File: src/rtl/display_scheduler.sv
// Frame-aligned owner of the VGA RGB path: welcome screen, text terminal or game
// canvas, with a top-down vertical wipe between terminal and game.
module display_scheduler #(
    parameter int unsigned V_ACTIVE  = 480,
    parameter int unsigned H_ACTIVE  = 640,
    parameter int unsigned WIPE_STEP = 8
) (
    input  logic        clk,
    input  logic        rst_n,
    input  logic [9:0]  h_addr,
    input  logic [9:0]  v_addr,
    input  logic [23:0] rgb_welcome,
    input  logic        in_welcome,
    input  logic [23:0] rgb_term,
    input  logic [23:0] rgb_game,
    input  logic        game_req,
    output logic [23:0] rgb_out,
    output logic [1:0]  active_src,
    output logic        busy
);

    typedef enum logic [1:0] {
        ST_WELCOME,
        ST_TERM,
        ST_GAME,
        ST_WIPE
    } state_e;

    typedef enum logic [1:0] {
        SRC_WELCOME = 2'd0,
        SRC_TERM    = 2'd1,
        SRC_GAME    = 2'd2
    } src_e;

    localparam logic [9:0]  H_LIM  = 10'(H_ACTIVE);
    localparam logic [9:0]  V_LIM  = 10'(V_ACTIVE);
    localparam logic [10:0] V_LIM11 = 11'(V_ACTIVE);
    localparam logic [10:0] STEP11  = 11'(WIPE_STEP);

    state_e      state_q, state_d;
    src_e        old_src_q, old_src_d;
    src_e        new_src_q, new_src_d;
    logic [9:0]  wipe_line_q, wipe_line_d;
    logic [9:0]  v_prev_q;
    logic [23:0] rgb_q, rgb_d;

    logic        frame_tick;
    logic [10:0] wipe_sum;
    src_e        pix_src;

    assign frame_tick = (v_prev_q != '0) && (v_addr == '0);
    assign wipe_sum   = {1'b0, wipe_line_q} + STEP11;

    always_comb begin
        state_d     = state_q;
        old_src_d   = old_src_q;
        new_src_d   = new_src_q;
        wipe_line_d = wipe_line_q;
        if (frame_tick) begin
            unique case (state_q)
                ST_WELCOME: begin
                    if (!in_welcome) begin
                        state_d = ST_TERM;
                    end
                end
                ST_TERM: begin
                    if (game_req) begin
                        state_d     = ST_WIPE;
                        old_src_d   = SRC_TERM;
                        new_src_d   = SRC_GAME;
                        wipe_line_d = '0;
                    end
                end
                ST_GAME: begin
                    if (!game_req) begin
                        state_d     = ST_WIPE;
                        old_src_d   = SRC_GAME;
                        new_src_d   = SRC_TERM;
                        wipe_line_d = '0;
                    end
                end
                ST_WIPE: begin
                    // 11-bit sum so a large step cannot wrap past the last line
                    if (wipe_sum >= V_LIM11) begin
                        state_d     = (new_src_q == SRC_GAME) ? ST_GAME : ST_TERM;
                        wipe_line_d = '0;
                    end else begin
                        wipe_line_d = wipe_sum[9:0];
                    end
                end
            endcase
        end
    end

    always_comb begin
        pix_src = SRC_WELCOME;
        unique case (state_q)
            ST_WELCOME: pix_src = SRC_WELCOME;
            ST_TERM:    pix_src = SRC_TERM;
            ST_GAME:    pix_src = SRC_GAME;
            ST_WIPE:    pix_src = (v_addr < wipe_line_q) ? new_src_q : old_src_q;
        endcase
    end

    always_comb begin
        rgb_d = '0;
        if ((h_addr < H_LIM) && (v_addr < V_LIM)) begin
            case (pix_src)
                SRC_WELCOME: rgb_d = rgb_welcome;
                SRC_TERM:    rgb_d = rgb_term;
                SRC_GAME:    rgb_d = rgb_game;
                default:     rgb_d = '0;
            endcase
        end
    end

    always_comb begin
        active_src = SRC_WELCOME;
        unique case (state_q)
            ST_WELCOME: active_src = SRC_WELCOME;
            ST_TERM:    active_src = SRC_TERM;
            ST_GAME:    active_src = SRC_GAME;
            ST_WIPE:    active_src = old_src_q;
        endcase
    end

    assign busy    = (state_q == ST_WIPE);
    assign rgb_out = rgb_q;

    always_ff @(posedge clk) begin
        if (!rst_n) begin
            state_q     <= ST_WELCOME;
            old_src_q   <= SRC_TERM;
            new_src_q   <= SRC_GAME;
            wipe_line_q <= '0;
            v_prev_q    <= '0;
            rgb_q       <= '0;
        end else begin
            state_q     <= state_d;
            old_src_q   <= old_src_d;
            new_src_q   <= new_src_d;
            wipe_line_q <= wipe_line_d;
            v_prev_q    <= v_addr;
            rgb_q       <= rgb_d;
        end
    end

endmodule
File: config.mk
export PLATFORM = sky130hd
export DESIGN_NAME = display_scheduler
export DESIGN_NICKNAME = d
export VERILOG_FILES = /design/src/rtl/display_scheduler.sv
export SDC_FILE = /design/constraint.sdc
export NUM_CORES = 1
export LEC_CHECK = 0
export CORE_MARGIN = 2
export CORE_UTILIZATION = 43
export DETAILED_ROUTE_END_ITERATION = 7
export PLACE_DENSITY = 0.85
export SLEW_MARGIN = 10
export SYNTH_ARGS = -nofsm -noshare
export SYNTH_HDL_FRONTEND = slang
export SYNTH_SLANG_ARGS = --single-unit
File: constraint.sdc
create_clock -name clk -period 2.72 [get_ports clk]
set_input_delay 0.544 -clock clk [delete_from_list [all_inputs] [get_ports clk]]
set_output_delay 0.544 -clock clk [all_outputs]
set_load 0.05 [all_outputs]
==> flow_metrics.env <==
export IMPL_min_delay_start="wipe_line_q[9]$_SDFFE_PN0P_"
export IMPL_ys_seq_area_frac=0.321
export IMPL_synth_edf_count=0
export IMPL_crit_slowest_cell="clkdlybuf4s50_1"
export IMPL_grtUsageTotal=0.256
export IMPL_cp_required_ps=2920
export IMPL_start_util=0.444
export IMPL_worst_setup_path_type="in -> reg"
export IMPL_synth_main_ff_cell="dfxtp_1"
export IMPL_power_w=0.00158
export IMPL_numClockSinks=45
export IMPL_min_path_cells=1
export IMPL_critPathMaxFanout=24
export IMPL_swShare=0.232
export IMPL_slew_headroom=0.416
export IMPL_yosys_area_top_type_share=0.321
export IMPL_crit_arrival_ps=2710
export IMPL_htree_levels=2
export IMPL_ioPinCount=123
export IMPL_ys_ff_latch=45
export IMPL_drt_pass1_iter_count=5
export IMPL_pwr_share_comb=0.188
export IMPL_stdcell_count=516
export IMPL_switching_power_w=0.000367
export IMPL_dr_total_vias=3258
export IMPL_crit_buf_inv=3
export IMPL_r2r_cells=6
export IMPL_cts_root_buf="clkbuf_8"
export IMPL_ys_warn_count=0
export IMPL_fin_worst_skew_ps=8.14
export IMPL_vdd_drop_max_v=0.000258
export IMPL_cp_depth=9
export IMPL_maxSlewViolCount=0
export IMPL_num_rows=29
export IMPL_place_ws_ps=-72.3
export IMPL_n_antenna_cell=0
export IMPL_min_to="wipe_line_q[9]$_SDFFE_PN0P_"
export IMPL_synth_fp_nets=438
export IMPL_clock_path_buffers=2
export IMPL_min_path_type="reg -> reg"
export IMPL_synth_area_mm2=0.00280
export IMPL_dp_hpwl_um=6670
export IMPL_worstMarginPinSlew_ps=873
export IMPL_synthArstFlopShare=0
export IMPL_power_leakage_nw=1.54
export IMPL_setup_tns_ps=0
export IMPL_max_cap_violations=0
export IMPL_dp_cells=508
export IMPL_fin_crit_sh=0.924
export IMPL_rsz0062_at_grt="no"
export IMPL_grt_pass1_vias=3056
export IMPL_r2r_start="state_q[1]$_SDFFE_PN0P_"
export IMPL_routabilityCongestion=0.810
export IMPL_p_clk_frac=0.380
export IMPL_worstPathCellList="clkdlybuf4s50_1 > ha_1 > o21ai_0 > a211oi_2 > buf_4 > o21ai_2 > buf_12 > nand3_1 > a311oi_1"
export IMPL_dieHeight_um=84.8
export IMPL_finalWirelength_um=9520
export IMPL_fin_ws_ps=207
export IMPL_path_clk_slew_ps=80
export IMPL_drive_above_1_share=0.0934
export IMPL_area_growth_pct=52.2
export IMPL_post_cts_buffers=0
export IMPL_coreArea_mm2=0.00631
export IMPL_cts_tree="yes"
export IMPL_cts_buffers=5
export IMPL_nFillCells=489
export IMPL_r2r_setup_slack_ps=320
export IMPL_yosysTopAreaCell="dfxtp_1"
export IMPL_avgSynthCellArea_um2=8.52
export IMPL_drc=0
export IMPL_grt_max_degree=27
export IMPL_grt_pass1_wl_um=15000
export IMPL_cpPeakStageDelay_ps=460
export IMPL_overflow=0
export IMPL_netlist_top_cells_area="dfxtp_1 (32%), nand3_1 (9.8%), a32oi_1 (8.4%), a311oi_1 (7.5%), and3_1 (6.5%)"
export IMPL_die_w_um=84.8
export IMPL_yosysUniqueCellTypes=55
export IMPL_power_frac_seq=0.432
export IMPL_final_nets=547
export IMPL_drt_iter0_drc=186
export IMPL_setup_violations=0
export IMPL_insertion_delay_ps=300
export IMPL_crit_family="compound AO/OA/AOI/OAI gates"
export IMPL_netlist_instances=329
export IMPL_fmax_mhz=398
export IMPL_layout_commonest_cell="clkdlybuf4s50_1"
export IMPL_status="finished, final reports clean"
export IMPL_final_hold_violation_count=0
export IMPL_end_kind="register"
export IMPL_hold_ws_ps=527
export IMPL_postRouteAntennaNets=0
export IMPL_final_cell_mix="clkdlybuf4s50_1 (112), nand3_1 (55), dfxtp_1 (44)"
export IMPL_cp_start_kind="primary input"
export IMPL_portBuffers=115
export IMPL_via_per_inst=6.31
export IMPL_intPower_w=0.00121
export IMPL_r2r_end="rgb_out[12]$_SDFF_PN0_"
export IMPL_antenna_found_initial=0
export IMPL_min_period_ps=2510
export IMPL_die_area_mm2=0.00718
export IMPL_routedWlPerCell_um=18.5
export IMPL_cellPowerDensity_mw_per_mm2=371
export IMPL_hold_buffers=0
## per-stage QoR
stage,util,cell area [µm²]
after floorplan,-,2810
after global placement,0.654,4130
after detailed placement,0.654,4130
after CTS,0.676,4270
after global routing,0.676,4270
final,0.676,4270
## registers in the layout (all words and copies together), names as in the netlist
name	count
wipe_line_q	7
new_src_q	1
old_src_q	1
v_prev_q	10
rgb_out	24
state_q	2
## cell type report
| class | instances | area [µm²] | share of cell area |
|---|---|---|---|
| clock buffer | 5 | 68.8 | 0.0161 |
| clock inverter | 3 | 65.1 | 0.0152 |
| inverter | 12 | 45.0 | 0.0106 |
| multi-input combinational | 241 | 1710 | 0.401 |
| sequential | 45 | 902 | 0.211 |
| tap | 77 | 96.3 | 0.0226 |
| timing repair buffer | 133 | 1380 | 0.323 |
## Yosys cell counts, types with 2 or more instances
master and n:
and3_1 29, a211o_1 2, nor3_1 2, mux2i_1 2, nand3_1 55, dfxtp_1 45
inv_1 12, o2111ai_1 3, buf_2 13, a21oi_1 4, nand2_1 10, buf_4 3
nor4_1 4, nand4_1 5, a21boi_0 2, a311oi_1 24, o21ai_0 7, nor2_1 7
o31ai_1 4, a31oi_1 2, clkbuf_1 13, a32oi_1 27, and2_1 10, ha_1 13
## timing repair
action	CTS	global route
gates resized for setup	0	1
hold endpoints to repair	0	0
endpoints found under the setup margin	0	1
## worst max-delay path by stage
stage | startpoint | to
finish | v_addr[3] | rgb_out[12]$_SDFF_PN0_
global route | v_addr[3] | rgb_out[12]$_SDFF_PN0_
CTS | state_q[0]$_SDFFE_PN0P_ | state_q[1]$_SDFFE_PN0P_
detailed placement | v_addr[3] | rgb_out[12]$_SDFF_PN0_
global placement | v_addr[3] | rgb_out[12]$_SDFF_PN0_
floorplan | state_q[0]$_SDFFE_PN0P_ | active_src[1]
## logic make-up (layout without fill, tap and decap cells)
group,Yosys count,after routing,synth area share
simple gates,135,135,0.278
compound gates,90,90,0.261
flops,45,45,0.321
buf+inv,43,153,0.0705
fa+ha+maj,13,13,0.0580
mux,2,2,0.00714
xor+xnor,1,1,0.00312
## metal layers
layer,global-route usage,part of all wire,routed length (µm)
met1,0.328,0.40,3810
met2,0.438,0.50,4780
met3,0.0393,0.077,732
met4,0.0851,0.021,204
met5,0,0,0
## power groups by stage
| stage | Sequential (W) | Clock (W) | Combinational, W |
|---|---|---|---|
| 3_5_place_dp | 0.000699 | 0 | 0.000292 |
| 3_3_place_gp | 0.000698 | 0 | 0.000288 |
| 6_report | 0.000683 | 0.000601 | 0.000297 |
| 4_1_cts | 0.000683 | 0.000609 | 0.000295 |
| 2_1_floorplan | 0.000741 | 0 | 0.0000635 |
| 5_1_grt | 0.000685 | 0.000637 | 0.000313 |
(Power assumes the default switching activity.)
